$ cat src/rtl/alu_serial_seq.sv
// alu_serial_seq
//   Bit-serial sequencer wrapped around a 1-bit alu. An accepted start
//   latches WIDTH-bit operands plus mode/opcode. Operand bits are then fed
//   LSB-first to the alu, one per clock. The per-bit result/cout returned by
//   the alu are gathered into WIDTH-bit output words.
// Ports
//   clk, reset            rising-edge clock, asynchronous active-high reset
//   start                 request, sampled only in IDLE or DONE
//   mode_in, opcode_in    alu controls for the operation
//   a_in, b_in            operands, captured on an accepted start
//   busy                  high while bits are being shifted
//   done                  one-cycle pulse, result_out/cout_out valid
//   result_out, cout_out  bit i = alu result/cout for operand bit i
//   alu_mode, alu_opcode  alu controls (0 outside SHIFT)
//   alu_ain, alu_bin      current operand bits (0 outside SHIFT)
//   alu_result, alu_cout  combinational alu outputs for the current bit
module alu_serial_seq #(
  parameter int WIDTH = 8
) (
  input  logic             clk,
  input  logic             reset,
  input  logic             start,
  input  logic [1:0]       mode_in,
  input  logic [1:0]       opcode_in,
  input  logic [WIDTH-1:0] a_in,
  input  logic [WIDTH-1:0] b_in,
  output logic             busy,
  output logic             done,
  output logic [WIDTH-1:0] result_out,
  output logic [WIDTH-1:0] cout_out,
  output logic [1:0]       alu_mode,
  output logic [1:0]       alu_opcode,
  output logic             alu_ain,
  output logic             alu_bin,
  input  logic             alu_result,
  input  logic             alu_cout
);

  localparam int CW = $clog2(WIDTH);
  localparam logic [CW-1:0] LAST = CW'(WIDTH - 1);

  typedef enum logic [1:0] {IDLE, SHIFT, DONE} state_t;

  state_t           state_q, state_d;
  logic [WIDTH-1:0] a_sh_q, a_sh_d;
  logic [WIDTH-1:0] b_sh_q, b_sh_d;
  logic [WIDTH-1:0] res_sh_q, res_sh_d;
  logic [WIDTH-1:0] cout_sh_q, cout_sh_d;
  logic [WIDTH-1:0] result_q, result_d;
  logic [WIDTH-1:0] coutw_q, coutw_d;
  logic [CW-1:0]    cnt_q, cnt_d;
  logic [1:0]       mode_q, mode_d;
  logic [1:0]       opcode_q, opcode_d;

  // Accumulators shifted right with the new bit entering at the MSB, so after
  // WIDTH shifts bit i holds the alu output for operand bit i.
  logic [WIDTH-1:0] res_nxt, cout_nxt;
  assign res_nxt  = (res_sh_q  >> 1) | {alu_result, {(WIDTH-1){1'b0}}};
  assign cout_nxt = (cout_sh_q >> 1) | {alu_cout,   {(WIDTH-1){1'b0}}};

  always_comb begin
    state_d   = state_q;
    a_sh_d    = a_sh_q;
    b_sh_d    = b_sh_q;
    res_sh_d  = res_sh_q;
    cout_sh_d = cout_sh_q;
    result_d  = result_q;
    coutw_d   = coutw_q;
    cnt_d     = cnt_q;
    mode_d    = mode_q;
    opcode_d  = opcode_q;
    case (state_q)
      SHIFT: begin
        a_sh_d    = a_sh_q >> 1;
        b_sh_d    = b_sh_q >> 1;
        res_sh_d  = res_nxt;
        cout_sh_d = cout_nxt;
        cnt_d     = cnt_q + CW'(1);
        if (cnt_q == LAST) begin
          state_d  = DONE;
          result_d = res_nxt;
          coutw_d  = cout_nxt;
        end
      end
      default: begin
        // IDLE and DONE both accept a new request; DONE otherwise drops to IDLE.
        if (state_q == DONE) state_d = IDLE;
        if (start) begin
          state_d   = SHIFT;
          a_sh_d    = a_in;
          b_sh_d    = b_in;
          mode_d    = mode_in;
          opcode_d  = opcode_in;
          cnt_d     = '0;
          res_sh_d  = '0;
          cout_sh_d = '0;
        end
      end
    endcase
  end

  always_ff @(posedge clk or posedge reset) begin
    if (reset) begin
      state_q   <= IDLE;
      a_sh_q    <= '0;
      b_sh_q    <= '0;
      res_sh_q  <= '0;
      cout_sh_q <= '0;
      result_q  <= '0;
      coutw_q   <= '0;
      cnt_q     <= '0;
      mode_q    <= '0;
      opcode_q  <= '0;
    end else begin
      state_q   <= state_d;
      a_sh_q    <= a_sh_d;
      b_sh_q    <= b_sh_d;
      res_sh_q  <= res_sh_d;
      cout_sh_q <= cout_sh_d;
      result_q  <= result_d;
      coutw_q   <= coutw_d;
      cnt_q     <= cnt_d;
      mode_q    <= mode_d;
      opcode_q  <= opcode_d;
    end
  end

  always_comb begin
    busy       = (state_q == SHIFT);
    done       = (state_q == DONE);
    alu_mode   = busy ? mode_q   : '0;
    alu_opcode = busy ? opcode_q : '0;
    alu_ain    = busy & a_sh_q[0];
    alu_bin    = busy & b_sh_q[0];
    result_out = result_q;
    cout_out   = coutw_q;
  end

endmodule

$ cat config.mk
export PLATFORM = sky130hd
export DESIGN_NAME = alu_serial_seq
export DESIGN_NICKNAME = d
export VERILOG_FILES = /design/src/rtl/alu_serial_seq.sv
export SDC_FILE = /design/constraint.sdc
export NUM_CORES = 1
export LEC_CHECK = 0
export CORE_MARGIN = 8
export CORE_UTILIZATION = 54
export CTS_CLUSTER_DIAMETER = 60
export DETAILED_ROUTE_END_ITERATION = 10
export GPL_ROUTABILITY_DRIVEN = 0
export PLACE_DENSITY = 0.84
export SLEW_MARGIN = 10
export SYNTH_ARGS = -nofsm -noshare
export SYNTH_HDL_FRONTEND = slang
export SYNTH_SLANG_ARGS = --single-unit
$ cat constraint.sdc
create_clock -name clk -period 3.9 [get_ports clk]
set_clock_uncertainty 0.2 [all_clocks]
set_input_delay 0.78 -clock clk [delete_from_list [all_inputs] [get_ports clk]]
set_output_delay 0.78 -clock clk [all_outputs]
set_load 0.01 [all_outputs]
==> out/results.tsv, run 1 <==
stage	metric	value	unit
placed_design	placed cells	291	
setup_path	Critical Path RT	2.92	ns
die	I/O pin cnt	49	
synth	Syn. warnings	0	
drt	router iterations before antenna repair	5	
clocking	post-CTS setup buffer count	0	
hold_path	Cells on Worst Hold Path	2	
synth	Synth Cell Area	0.002377	mm²
finish	commonest non-fill, non-tap cell in the layout	dfrtp_1	
clocking	CTS sink count	55	
synth	synthesized flop and latch total	55	
clocking	clk_lat worst skew	0.30	ns
setup_path	CP endpoint kind	output port	
power_and_ir_drop	Lkg Pwr	1.368	nW
sta	Hold Violations, Final	0	
power_and_ir_drop	Seq pwr share	42.7	%
sta	max-slew violations	0	
setup_path	reg-to-reg endpoint	cout_out[1]$_DFFE_PP0P_	
grt	antenna violations before repair	0	
synth	post-synthesis cell count	201	
sta	Fmax	328.8	MHz
power_and_ir_drop	P_int	1.493	mW
setup_path	critical-path maximum fanout	70	
placed_design	hpwl dp	2883	µm
power_and_ir_drop	power share of the clock group	13.5	%
grt	grt total ovfl	0	
sta	Tmin final	3.042	ns
synth	sequential fraction of the synthesis area	57.89	%
clocking	Root Buffer	clkbuf_8	
setup_path	crit path DAT	2.06	ns
clocking	clock buffer count from CTS	5	
synth	post-synthesis cell type count	22	
grt	vias in the first global route	1589	
hold_path	worst min path class	reg -> reg	
clocking	H-tree Lvls	2	
die	die height	82.35	µm
drt	drt drc	0	
finish	sequential cell area	0.001376	mm²
sta	normalized max-slew margin	55.08	%
die	Die W	82.35	µm
hold_path	min-delay src	b_sh_q[3]$_DFFE_PP0P_	
clocking	post_cts resized	0	
die	die area	0.006782	mm²
power_and_ir_drop	Worst VDD drop	0.4060	mV
placed_design	Port Buf Inserts	48	
drt	Iter 0 DRT Violations	85	
clocking	CTS tree	yes	
drt	DR vias/cell	5.148	
drt	via count	1534	
drt	Final Routed Wirelength	4221	µm
flow_run	Max Cap Viol	0	
setup_path	launch point of the worst reg-to-reg path	state_q[1]$_DFFE_PP0P_	
finish	ANT cells	0	
setup_path	WS Path Type	reg -> out	
clocking	clk buf depth	2	
power_and_ir_drop	Comb pwr share	43.8	%
finish	Finished Layout Cells	298	
sta	RSZ-0062 raised after global routing	no	
setup_path	Reg2Reg Depth	4	
finish	Syn-to-layout area delta	24.63	%
grt	largest net degree at the start of global routing	71	
outcome	status	complete, no violations	
die	Initial Util	55.36	%
die	area of the core	0.004294	mm²
clocking	hold_buf cts	0	
drt	wire length per cell	14.16	µm
synth	Syn Nets	228	
finish	most frequent cells in the layout	dfrtp_1 (55), clkdlybuf4s50_1 (48), nand2_1 (31)	
hold_path	Hold Path Sink	b_sh_q[2]$_DFFE_PP0P_	
sta	Hold WS	0.2839	ns
grt	first-pass GRT wire length	7320	µm
clocking	Worst-path clk slew	0.09	ns
sta	Post-Route Setup TNS	0	ns
power_and_ir_drop	P_sw	791.3	µW
setup_path	Startpoint Class	register	
setup_path	flop-to-flop setup slack	1.92	ns
drt	DRT antenna net count	0	
sta	Tcrit/Tclk final	77.99	%
power_and_ir_drop	PwrDens	771.1	mW/mm²
synth	Synth Area per Inst	11.83	µm²
sta	worst-margin pin slew	0.6737	ns
die	row cnt	24	
finish	Fillers	322	
power_and_ir_drop	switching share of power	34.64	%
finish	area of the multi-input gates	924.6	µm²
grt	total track usage	13.82	%
finish	fin nets	273	
finish	final core occ	69.00	%
finish	layout cells sized above 1	13.41	%
power_and_ir_drop	Pwr Total	2.285	mW
sta	Final setup viols	0	
-- worst max path at each step --
| stage | startpoint | endpoint | slack, ns | cells after the start |
|---|---|---|---|---|
| finish | state_q[1]$_DFFE_PP0P_ | alu_mode[1] | 0.86 | 4 |
| global route | state_q[1]$_DFFE_PP0P_ | alu_mode[1] | 0.73 | 4 |
| CTS | state_q[1]$_DFFE_PP0P_ | alu_mode[1] | 0.84 | 4 |
| detailed placement | start | b_sh_q[0]$_DFFE_PP0P_ | 1.19 | 4 |
| global placement | state_q[1]$_DFFE_PP0P_ | alu_opcode[0] | 1.22 | 4 |
| floorplan | reset | a_sh_q[0]$_DFFE_PP0P_ | 1.58 | 1 |
-- flip-flops by register name, summed over array words and instances, names as in the netlist --
signal	count
a_sh_q	8
b_sh_q	8
cnt_q	3
cout_out	8
cout_sh_q	7
mode_q	2
opcode_q	2
res_sh_q	7
result_out	8
state_q	2
-- cells by family (layout without fill, tap and decap cells) --
| kind of cell | count (synthesis) | in the layout | synth area share [%] |
|---|---|---|---|
| AO/OA/AOI/OAI | 32 | 32 | 6.842 |
| adder cells (fa/ha/maj) | 2 | 2 | 1.052 |
| multiplexers | 37 | 37 | 18.05 |
| flip-flops | 55 | 55 | 57.89 |
| AND/OR/NAND/NOR | 60 | 60 | 12.95 |
| buffers and inverters | 15 | 60 | 3.211 |
-- cell type report --
type	instances	share of cell area (%)
inverters	3	0.4645
well taps	52	2.196
clock buffers	6	2.787
multi-input cells	131	31.21
clock inverters	1	0.1689
repair buffers	50	16.72
flip-flops and latches	55	46.45
-- layer usage --
layer	global-route usage [%]	wire length (µm)	vias up
li1	-	-	757
met1	17.29	1926	726
met2	21.69	1883	45
met3	5.952	371	6
met4	3.158	41	0
met5	0	0	-
-- Yosys cell counts --
master     n  share of area [%]
inv_4      1               0.26
and2b_1    1               0.32
mux2i_1   17                7.2
o21ai_1    1               0.21
nand3b_1   1               0.32
inv_1      2               0.32
mux2_4     9                5.7
and2_1     7                1.8
clkbuf_1   5               0.79
nand2b_1  16                4.2
buf_4      1               0.32
ha_1       2                1.1
dfrtp_1   55                 58
o21a_1     1               0.32
buf_6      1               0.47
nor2_1     2               0.32
o21ai_0   30                6.3
nand2b_4   1               0.58
buf_2      5                1.1
nand2_4    1               0.47
mux2_2    11                5.2
nand2_1   31                4.9
-- power by group through the flow --
stage	Clock, mW	Sequential (mW)	Combinational, mW
after floorplan	0	0.986	0.629
after global placement	0	0.980	0.980
after detailed placement	0	0.989	1.01
after CTS	0.321	0.978	1.02
after global routing	0.341	1.01	1.11
final	0.309	0.975	1.00
-- metrics by stage --
| step | worst slack [ns] | cell area, µm² |
|---|---|---|
| final | 0.8584 | 2963 |
| after detailed placement | 1.189 | 2875 |
| after CTS | 0.8380 | 2963 |
| after global routing | 0.7295 | 2963 |
| after global placement | 1.216 | 2875 |
| after floorplan | 1.577 | 2377 |
-- critical path: stages, from the launching register on --
cell and delay, ns:
dfrtp_1 0.41, nand2b_4 0.17, inv_4 0.42, and2_1 0.22, clkdlybuf4s50_1 0.54
No activity file was read; power rests on OpenSTA's default activity.
==> run 2, diff against run 1 <==
Settings changed: CORE_UTILIZATION 54 to 46, PLACE_DENSITY 0.84 to 0.76.
Clock period 3.9 ns to 2.7 ns, I/O delays scaled along.
==> run 2 against run 1 <==
Combinational power is 47% higher. Setup slack worse by 0.66 ns. Register-to-register slack worse by 1.3 ns. Worst hold slack worse by 0.00088 ns. Critical path type unchanged.
==> out/results.tsv, run 2 (same netlist as run 1, synthesis figures left out) <==
stage	metric	value	unit
setup_path	flop-to-flop setup slack	0.61	ns
clocking	hold_buf cts	0	
placed_design	hpwl dp	3250	µm
clocking	clk_lat worst skew	0.31	ns
setup_path	crit path DAT	1.76	ns
hold_path	worst min path class	reg -> reg	
placed_design	Port Buf Inserts	48	
setup_path	Startpoint Class	register	
setup_path	Crit-path slowest cell	clkdlybuf4s50_1	
drt	Iter 0 DRT Violations	21	
sta	RSZ-0062 raised after global routing	no	
grt	vias in the first global route	1671	
clocking	post-CTS setup buffer count	0	
sta	normalized max-slew margin	69.02	%
clocking	Root Buffer	clkbuf_8	
grt	antenna violations before repair	0	
finish	fin nets	277	
clocking	CTS tree	yes	
grt	grt total ovfl	0	
hold_path	Cells on Worst Hold Path	2	
finish	Design Area, Final	0.003030	mm²
finish	most frequent cells in the layout	dfrtp_1 (55), clkdlybuf4s50_1 (48), nand2_1 (31)	
hold_path	Hold Path Sink	a_sh_q[0]$_DFFE_PP0P_	
grt	total track usage	12.85	%
placed_design	placed cell areas	0.002928	mm²
sta	Tmin final	2.501	ns
die	area of the core	0.005042	mm²
sta	worst-margin pin slew	0.4640	ns
drt	wire length per cell	13.93	µm
power_and_ir_drop	Lkg Pwr	1.391	nW
setup_path	Critical Path RT	1.96	ns
die	die area	0.007725	mm²
finish	ANT cells	0	
die	row cnt	26	
clocking	post_cts resized	0	
die	die height	87.89	µm
setup_path	reg-to-reg endpoint	result_out[1]$_DFFE_PP0P_	
grt	largest net degree at the start of global routing	46	
grt	first-pass GRT wire length	7721	µm
setup_path	CP endpoint kind	output port	
finish	commonest non-fill, non-tap cell in the layout	dfrtp_1	
setup_path	slowest stage delay, CP	0.53	ns
sta	Final setup viols	0	
hold_path	min-delay src	a_sh_q[1]$_DFFE_PP0P_	
setup_path	Reg2Reg Depth	5	
power_and_ir_drop	Worst VDD drop	0.5681	mV
die	I/O pin cnt	49	
finish	layout cells sized above 1	14.40	%
drt	via count	1559	
drt	DR vias/cell	4.872	
finish	Fillers	436	
setup_path	launch point of the worst reg-to-reg path	state_q[1]$_DFFE_PP0P_	
sta	Fmax	399.8	MHz
clocking	Worst-path clk slew	0.09	ns
clocking	clk buf depth	2	
drt	router iterations before antenna repair	4	
sta	Hold Violations, Final	0	
setup_path	crit-path cells	nand2b_4, inv_4, and2_1, clkdlybuf4s50_1	
clocking	CTS sink count	55	
drt	drt drc	0	
sta	Hold WS	0.2830	ns
drt	Final Routed Wirelength	4459	µm
drt	DRT antenna net count	0	
die	Die W	87.89	µm
setup_path	WS Path Type	reg -> out	
sta	Tcrit/Tclk final	92.63	%
sta	Post-Route Setup TNS	0	ns
clocking	H-tree Lvls	2	
flow_run	Max Cap Viol	0	
setup_path	critical-path maximum fanout	26	
sta	max-slew violations	0	
finish	Syn-to-layout area delta	27.47	%
clocking	clock buffer count from CTS	5	
outcome	status	complete, no violations	
power_and_ir_drop	PwrDens	1123	mW/mm²
die	Initial Util	47.15	%
[run 2: cell types whose count changed in the layout (fill, tap and decap cells not counted)]
cell,before,now
clkinv_2,1,0
clkbuf_8,6,5
bufinv_16,0,1
clkbuf_1,0,1
buf_4,2,6
[run 2: worst max path at each step]
stage | start | endpoint | slack (ns) | cells after the start
2_1_floorplan | reset | a_sh_q[0]$_DFFE_PP0P_ | 0.62 | 1
3_3_place_gp | state_q[1]$_DFFE_PP0P_ | alu_opcode[0] | 0.55 | 4
3_5_place_dp | state_q[1]$_DFFE_PP0P_ | alu_mode[0] | 0.52 | 4
4_1_cts | state_q[1]$_DFFE_PP0P_ | alu_mode[0] | 0.17 | 4
5_1_grt | state_q[1]$_DFFE_PP0P_ | alu_mode[1] | 0.11 | 4
6_report | state_q[1]$_DFFE_PP0P_ | alu_mode[0] | 0.20 | 4
[run 2: metal layers]
| metal | up-vias | share of wire (%) | wire, µm | GRT usage, % |
|---|---|---|---|---|
| met5 | - | 0 | 0 | 0 |
| met4 | 0 | 1.7 | 74 | 5.156 |
| met3 | 6 | 8.3 | 371 | 5.535 |
| met2 | 41 | 44 | 1943 | 19.56 |
| met1 | 751 | 46 | 2071 | 15.59 |
| li1 | 761 | - | - | - |
[run 2: cell type report]
type | count | area [µm²] | area share (%)
clock buffer | 6 | 72.57 | 2.395
inverter | 3 | 13.76 | 0.4542
timing repair buffer | 54 | 525.5 | 17.34
clock inverter | 1 | 30.03 | 0.9909
sequential | 55 | 1376 | 45.42
tap | 70 | 87.58 | 2.890
multi-input combinational | 131 | 924.6 | 30.51
[run 2: report_power, final]
part	leakage [nW]	total, mW	switching [mW]	internal, mW
Sequential	0.699	1.41	0.217	1.19
Combinational	0.640	1.47	0.688	0.779
Clock	0.0513	0.525	0.253	0.272
[run 2: per-stage QoR]
stage	util, %	instances	worst slack, ns	power [mW]
after floorplan	-	201	0.6171	2.333
after global placement	58.06	313	0.5538	2.862
after detailed placement	58.06	313	0.5226	2.927
after CTS	60.10	320	0.1702	3.460
after global routing	60.10	320	0.1064	3.683
final	60.10	320	0.1990	3.403
[run 2: critical path, delay by kind of cell, from the launching register on]
kind                   cells  cell delay (ns)
and+or+nand+nor            2             0.33
buffers and inverters      2             0.71
DFF                        1             0.41
==> run 3, diff against run 2 <==
Settings changed: RECOVER_POWER set to 25.
==> run 3 against run 2 <==
Maximum frequency about the same. Via count decreased by 0.13%. Critical path depth unchanged. Clock power about the same. Critical endpoint unchanged. Highest routed layer unchanged.
==> out/results.tsv, run 3 (same netlist as run 1, synthesis figures left out) <==
stage	metric	value	unit
drt	DR top layer	met4	
sta	RSZ-0062 raised after global routing	no	
die	Initial Util	47.15	%
finish	Design Area, Final	0.003028	mm²
drt	Final Routed Wirelength	4452	µm
setup_path	Startpoint Class	register	
placed_design	placed cells	313	
finish	Finished Layout Cells	320	
setup_path	CP endpoint kind	output port	
sta	Hold Violations, Final	0	
sta	Tcrit/Tclk final	92.62	%
sta	max-slew violations	0	
clocking	clock buffer count from CTS	5	
power_and_ir_drop	PwrDens	1123	mW/mm²
die	area of the core	0.005042	mm²
drt	via count	1557	
grt	grt total ovfl	0	
finish	most frequent cells in the layout	dfrtp_1 (55), clkdlybuf4s50_1 (47), nand2_1 (31)	
placed_design	Port Buf Inserts	48	
clocking	Root Buffer	clkbuf_8	
outcome	status	complete, no violations	
drt	drt drc	0	
clocking	clk buf depth	2	
clocking	post-CTS setup buffer count	0	
setup_path	slowest stage delay, CP	0.53	ns
die	die area	0.007725	mm²
drt	Iter 0 DRT Violations	21	
power_and_ir_drop	Pwr Total	3.400	mW
drt	met2 WL post-DR	1940	µm
die	Die W	87.89	µm
placed_design	placed cell areas	0.002928	mm²
clocking	CTS sink count	55	
grt	total track usage	12.85	%
finish	layout cells sized above 1	14.00	%
drt	wire length per cell	13.91	µm
drt	DRT antenna net count	0	
drt	M1 wire length	2066	µm
clocking	H-tree Lvls	2	
power_and_ir_drop	Lkg Pwr	1.392	nW
setup_path	crit path DAT	1.76	ns
setup_path	Crit-path slowest cell	clkdlybuf4s50_1	
finish	ANT cells	0	
finish	fin nets	277	
flow_run	Max Cap Viol	0	
sta	Setup WS post-layout	0.1993	ns
sta	normalized max-slew margin	44.38	%
grt	largest net degree at the start of global routing	46	
placed_design	pre-CTS setup slack	0.5226	ns
sta	worst-margin pin slew	0.8334	ns
grt	antenna violations before repair	0	
die	row cnt	26	
die	die height	87.89	µm
finish	Syn-to-layout area delta	27.37	%
finish	final core occ	60.05	%
clocking	clk_lat worst skew	0.31	ns
drt	DR vias/cell	4.866	
drt	router iterations before antenna repair	4	
clocking	hold_buf cts	0	
clocking	post_cts resized	0	
sta	Post-Route Setup TNS	0	ns
placed_design	hpwl dp	3250	µm
finish	commonest non-fill, non-tap cell in the layout	dfrtp_1	
setup_path	WS Path Type	reg -> out	
grt	first-pass GRT wire length	7721	µm
sta	Hold WS	0.2832	ns
die	I/O pin cnt	49	
power_and_ir_drop	Worst VDD drop	0.5680	mV
sta	Fmax	399.9	MHz
sta	Final setup viols	0	
clocking	CTS tree	yes	
drt	met3 WL	370	µm
setup_path	Critical Path RT	1.96	ns
setup_path	crit-path cells	nand2b_4, inv_4, and2_1, clkdlybuf4s50_1	
grt	vias in the first global route	1671	
sta	Tmin final	2.501	ns
setup_path	critical-path maximum fanout	26	
clocking	Worst-path clk slew	0.09	ns
hold_path	worst min path class	reg -> reg	
==> run 3: worst max-delay path, delay by kind of cell (launching register included) <==
kind                   cells  cell delay (ns)
and+or+nand+nor            2             0.33
buffers and inverters      2             0.71
DFF                        1             0.41
==> run 3: power breakdown <==
group | switching, mW | leakage [nW] | total, mW | internal, mW
logic | 0.686 | 0.641 | 1.46 | 0.778
clock network | 0.253 | 0.0513 | 0.525 | 0.272
registers | 0.216 | 0.699 | 1.41 | 1.19
total | 1.16 | 1.39 | 3.40 | 2.24
==> run 3: layout make-up <==
type                    instances  area, µm²
clock inverters                 1      30.03
fillers                       436       2014
multi-input cells             131      924.6
clock buffers                   6      72.57
flip-flops and latches         55       1376
inverters                       3      13.76
repair buffers                 54      523.0
well taps                      70      87.58
==> run 3: path summary, 6_finish.rpt <==
kind | cells past startpoint | slack, ns | from | end
min | 2 | 0.28 | a_sh_q[1]$_DFFE_PP0P_ | a_sh_q[0]$_DFFE_PP0P_
max in group asynchronous | 3 | 0.75 | reset | cout_out[7]$_DFFE_PP0P_
min reg2reg | 2 | 0.28 | a_sh_q[1]$_DFFE_PP0P_ | a_sh_q[0]$_DFFE_PP0P_
min in group asynchronous | 2 | 0.63 | reset | cout_sh_q[1]$_DFFE_PP0P_
max reg2reg | 5 | 0.61 | state_q[1]$_DFFE_PP0P_ | result_out[1]$_DFFE_PP0P_
max | 4 | 0.20 | state_q[1]$_DFFE_PP0P_ | alu_mode[0]
==> run 3: layer usage <==
| metal | GRT usage, % | vias up |
|---|---|---|
| met5 | 0 | - |
| met4 | 5.156 | 0 |
| met3 | 5.535 | 6 |
| met2 | 19.56 | 41 |
| met1 | 15.59 | 749 |
| li1 | - | 761 |
